File: src/rtl/sync_fifo_reader.sv
// Read-side master for sync_fifo: pops words through the FIFO read port and re-presents them on a
// valid/ready stream, using a head/skid buffer to hide the FIFO's registered read latency.
module sync_fifo_reader #(
  parameter int unsigned WIDTH = 8,
  parameter int unsigned CNT_W = 16
) (
  input  logic             clk,
  input  logic             rst,
  input  logic             fifo_empty,
  input  logic [WIDTH-1:0] fifo_data,
  output logic             fifo_rd_en,
  output logic             m_valid,
  input  logic             m_ready,
  output logic [WIDTH-1:0] m_data,
  input  logic             flush,
  output logic             busy,
  output logic [CNT_W-1:0] words_out
);

  logic [1:0]       cnt_q, cnt_d;
  logic [1:0]       occ;
  logic [1:0]       after_pop;
  logic             pend_q, pend_d;
  logic             valid_q, valid_d;
  logic             pop;
  logic [WIDTH-1:0] head_q, head_d;
  logic [WIDTH-1:0] skid_q, skid_d;
  logic [CNT_W-1:0] words_q, words_d;

  always_comb begin
    pop = valid_q && m_ready;
    occ = cnt_q + {1'b0, pend_q};

    // A read is allowed whenever the word it returns is guaranteed a buffer slot next cycle.
    fifo_rd_en = rst && !flush && !fifo_empty &&
                 ((occ < 2'd2) || ((occ == 2'd2) && pop));

    after_pop = cnt_q - {1'b0, pop};
    head_d    = head_q;
    skid_d    = skid_q;
    if (pop && (cnt_q == 2'd2)) begin
      head_d = skid_q;
    end
    if (pend_q) begin
      if (after_pop == 2'd0) begin
        head_d = fifo_data;
      end else begin
        skid_d = fifo_data;
      end
    end

    cnt_d  = after_pop + {1'b0, pend_q};
    pend_d = fifo_rd_en && !fifo_empty;
    if (flush) begin
      cnt_d  = 2'd0;
      pend_d = 1'b0;
    end

    valid_d = (cnt_d != 2'd0);
    words_d = words_q + CNT_W'(pop);
  end

  always_ff @(posedge clk or negedge rst) begin
    if (!rst) begin
      cnt_q   <= 2'd0;
      pend_q  <= 1'b0;
      valid_q <= 1'b0;
      head_q  <= '0;
      skid_q  <= '0;
      words_q <= '0;
    end else begin
      cnt_q   <= cnt_d;
      pend_q  <= pend_d;
      valid_q <= valid_d;
      head_q  <= head_d;
      skid_q  <= skid_d;
      words_q <= words_d;
    end
  end

  assign m_valid   = valid_q;
  assign m_data    = head_q;
  assign busy      = (cnt_q != 2'd0) || pend_q;
  assign words_out = words_q;

endmodule
File: config.mk
export PLATFORM = sky130hd
export DESIGN_NAME = sync_fifo_reader
export DESIGN_NICKNAME = d
export VERILOG_FILES = /design/src/rtl/sync_fifo_reader.sv
export SDC_FILE = /design/constraint.sdc
export NUM_CORES = 1
export LEC_CHECK = 0
export CAP_MARGIN = 25
export CORE_AREA = 2 2 59 61
export CTS_BUF_LIST = sky130_fd_sc_hd__clkbuf_16
export CTS_CLUSTER_SIZE = 12
export DETAILED_ROUTE_END_ITERATION = 16
export DIE_AREA = 0 0 61 63
export PLACE_DENSITY = 0.82
export SETUP_SLACK_MARGIN = 0.2
export SYNTH_ARGS = -nofsm -noshare
export SYNTH_HDL_FRONTEND = slang
export SYNTH_SLANG_ARGS = --single-unit
File: constraint.sdc
create_clock -name clk -period 4.11 [get_ports clk]
set_input_delay 1.233 -clock clk [delete_from_list [all_inputs] [get_ports clk]]
set_output_delay 1.233 -clock clk [all_outputs]
set_load 0.05 [all_outputs]
Word-level counts from Yosys, hierarchy flattened
Index checks and enable logic that the tools add are counted.
Cells by class
  $add $sub $neg: 4
  magnitude comparators: 1
  equal/unequal tests: 2
  multiplexer cells: 5
  bitwise gates (word level): 1
  reductions and logical operators: 15
Operators with widths (count)
  8-bit 2-to-1 mux: 3
  16-bit by 1-bit adder with 16-bit output: 1
  1-bit logical AND: 7
  2-bit by 1-bit adder with 2-bit output: 2
  2-bit equality test, second input constant: 2
  2-bit nonzero test: 2
  1-bit logical NOT: 2
  2-bit logical NOT: 1
  1-bit logical OR: 2
  2-bit < comparator, second input constant: 1
  2-bit 2-to-1 mux: 1
  2-bit AND reduction: 1
  2-bit by 1-bit subtractor with 2-bit output: 1
  1-bit 2-to-1 mux: 1
  1-bit inverter: 1
Storage, ports and cells
  flip-flop bits (word level): 36
  input port bits: 13
  word-level logic and storage cells: 34

Logic depth before layout (Yosys ltp)
  depth after elaboration: 7
  gate-level depth with buffers: 7
  mapped depth without buffers: 7

Least setup slack after synthesis
Ideal clock, no wire load.
  path kind: input-to-output
  start point: input port m_ready
  end point: output port fifo_rd_en
  arrival: 1.919 ns
  data required time: 2.877 ns
  slack: 0.958 ns
  stages: 3
  buffers on the path: 0
  path through: nand2_1 -> o21ai_0 -> and3_1
Between the ends
  longest elaborated chain between the ends: 4
Ends and longest elaborated chain
  from (decl): RTL line 13  | input logic m_ready,
  1-bit logical AND: RTL line 31  | pop = valid_q && m_ready;
  1-bit logical AND: RTL line 36  | ((occ < 2'd2) || ((occ == 2'd2) && pop));
  1-bit logical OR: RTL line 36
  1-bit logical AND: RTL line 35  | fifo_rd_en = rst && !flush && !fifo_empty &&
  to (decl): RTL line 11  | output logic fifo_rd_en,
Every way passes these cells.

Final worst setup path
Ends and elaborated chain as after synthesis.

==> key figures <==
Logic synthesis
  – Largest family of logic cells by synthesized area: multiplexers
  – Synth cell types: 21
  – Simple-gate share of the synthesized area: 11.38%
  – Syn nets: 141
  – Top cell type by total area after synthesis: dfrtp_1
  – Count leader, synth: dfrtp_1
  – Synthesized instance count: 123
  – Ranking of synthesized cells by area: dfrtp_1, mux2_2, xor2_1
  – Ys Warns: 0
  – Sequential fraction of the synthesis area: 55.34%
  – Flops & latches, synth: 36
  – Cell Area, Synth: 1628 µm²
  – Dominant synthesized flop cell: dfrtp_1
  – Mux cell area share after synthesis: 16.60%
  – Most instantiated cells after synthesis: dfrtp_1, mux2_2, xor2_1
  – EDFF count, synth: 0
  – Synth Area in Compound Gates: 2.075%
  – Top-area cell type share of the netlist area: 55.34%
  – Synth Area in XOR/XNOR: 9.608%
  – Avg Cell Area, Syn: 13.23 µm²
  – Ys async rst share: 100.0%
  – Adder-Cell Fraction of Synth Area: 3.843%

Clocking
  – Htree depth: 2
  – CTS tree: yes
  – Clock root buffer: clkbuf_16
  – Post-CTS resize count: 0
  – CTS Hold Buffers Added: 0
  – Bufs on Longest Clock Path: 2
  – Worst-Skew Late Latency: 0.28 ns
  – CTS clk-pin slew, worst paths: 0.05 ns
  – Num CTS Buffers: 5
  – Clock Sinks: 36
  – Setup Fix Bufs, Post-CTS: 0

Power
  – Final Total Pwr: 1.569 mW
  – Pwr Density: 704.7 nW/µm²
  – Peak VDD IR: 406.5 µV
  – Leakage: 1.026 nW

Timing
  – RSZ-0062 raised after global routing: false
  – Min Clock Period, post-route: 3.615 ns
  – Hold Worst Slack: 0.4674 ns
  – Max Slew Vio Count: 0
  – Final setup TNS: 0 ns
  – Worst Skew: 0.004455 ns
  – Hold Fails Final Rpt: 0
  – Final period util: 87.95%
  – Slew @ Worst Pin: 0.5145 ns
  – Peak Freq: 276.7 MHz
  – Final setup margin: 0.4954 ns
  – Slew headroom: 65.59%
  – Final setup fails: 0

Hold path
  – Hold Crit Class: reg2reg

Route
  – DR vias: 1112
  – Residual DRC: 0
  – Met2 WL: 1622 µm
  – Top Layer Used: met4
  – Initial DRT Pass Iterations: 4
  – Post-route met1 wirelength: 1416 µm
  – Vias per cell: 5.148
  – Post-route ant nets: 0
  – Final WL: 3245 µm
  – 1st-iter DRT viols: 36
  – DR WL met3: 133 µm
  – Wire length per cell: 15.02 µm

Cells and area
  – Synth-to-layout area growth: 36.82%
  – Fill cells: 247
  – Final Net Count: 188
  – Non-Filler Instances: 216
  – Design area: 2227 µm²
  – Final Util: 68.91%
  – Layout cell share with drive strength beyond 1: 22.35%
  – Antenna cells: 0

Worst setup path
  – Arrival time worst endpoint: 2.38 ns
  – Critical path endpoint category: primary output
  – Maximum fanout along the worst path: 2
  – WS Path Type: in2out
  – Critical Path Slowest Stage Cell: clkdlybuf4s50_1
  – Crit path cell chain: clkdlybuf4s50_1, nand2_1, o21ai_0, and3_1, buf_12
  – Crit-path max cell delay: 0.50 ns
  – CP required: 2.88 ns
  – CP startpoint kind: primary input

Placed design
  – DP Area: 2093 µm²
  – IO buf count: 39
  – # placed instances: 209
  – HPWL Detailed: 2334 µm
  – Routability Congestion: 0.7748
  – Pre-CTS setup slack: 0.5039 ns

Floorplan
  – Die area: 3843 µm²
  – Starting density of the core: 50.37%
  – CORE AREA: 3232 µm²
  – Die height: 63 µm
  – FP Rows: 21
  – I/O pin count: 40
  – Die X: 61 µm

GRT
  – Initial antenna violation count: 0
  – Vias in the first global route: 1140
  – First-pass GRT wire length: 5388 µm
  – Grt total ovfl: 0
  – Largest net degree at the start of global routing: 38
  – Total GRT Usage: 19.48%

Job
  – Max-Cap Viols: 0

Run status
  – Status: finished, final reports clean
## registers in the layout, summed over array words and instances, names as in the netlist
register,flops
m_data,8
cnt_q,2
skid_q,8
m_valid,1
words_out,16
pend_q,1
## power by group
part / switching [mW] / leakage, nW / internal [mW]
combinational: 0.392 / 0.502 / 0.281
sequential: 0.0803 / 0.453 / 0.468
clock: 0.131 / 0.0709 / 0.217
total: 0.603 / 1.03 / 0.967
## final timing paths
check,end,depth (start not counted),slack (ns),from
setup reg to reg,skid_q[5]$_DFFE_PN0P_,6,2.31,m_valid$_DFF_PN0_
hold / removal,words_out[15]$_DFF_PN0_,1,0.47,words_out[15]$_DFF_PN0_
min in group asynchronous,words_out[4]$_DFF_PN0_,2,1.43,rst
max in group asynchronous,skid_q[0]$_DFFE_PN0P_,2,2.36,rst
hold reg to reg,words_out[15]$_DFF_PN0_,1,0.47,words_out[15]$_DFF_PN0_
setup / recovery,fifo_rd_en,5,0.50,m_ready
## layout by cell type (no fill, tap or decap)
| cell type | synthesis | final |
|---|---|---|
| a21boi_4 | 1 | 1 |
| and3_1 | 2 | 2 |
| buf_12 | 0 | 1 |
| buf_4 | 0 | 1 |
| clkbuf_16 | 0 | 5 |
| clkdlybuf4s50_1 | 0 | 38 |
| clkinv_2 | 0 | 1 |
| dfrtp_1 | 36 | 36 |
| ha_1 | 5 | 5 |
| inv_1 | 5 | 6 |
| mux2_2 | 24 | 24 |
| nand2_1 | 5 | 5 |
| nand3_1 | 6 | 6 |
| nand3_2 | 1 | 1 |
| nand4_1 | 3 | 3 |
| nand4b_2 | 1 | 1 |
| nor2_1 | 4 | 4 |
| nor2b_1 | 2 | 2 |
| nor3_1 | 4 | 4 |
| nor4_1 | 4 | 4 |
| o21ai_0 | 1 | 1 |
| o21ba_2 | 1 | 1 |
| or3_2 | 1 | 1 |
| xnor2_1 | 5 | 5 |
| xnor2_2 | 1 | 1 |
| xor2_1 | 11 | 11 |
## layer usage
metal | global-route usage (%) | vias up
met2 | 29.44 | 22
met5 | 0 | -
met1 | 24.36 | 558
met3 | 6.832 | 6
li1 | - | 526
met4 | 9.511 | 0
## critical path: cells and delay by family
| family | cells | cell delay (ns) |
|---|---|---|
| simple gates | 2 | 0.32 |
| buf+inv | 2 | 0.65 |
| compound gates | 1 | 0.18 |
## layout make-up
type                       count  area, µm²  share of cell area (%)
sequential                    36      900.9                   40.45
multi-input combinational     82      708.2                   31.80
timing repair buffer          40      407.9                   18.31
clock buffer                   5      125.1                   5.618
tap                           46      57.56                   2.584
inverter                       5      18.77                  0.8427
clock inverter                 2      8.758                  0.3933
## cells by family after synthesis
kind of cell,Yosys count
flip-flops,36
AO/OA/AOI/OAI,3
multiplexers,24
buffers and inverters,5
AND/OR/NAND/NOR,33
adder cells (fa/ha/maj),5
XOR/XNOR,17
Power figures use the tool's default switching activity.
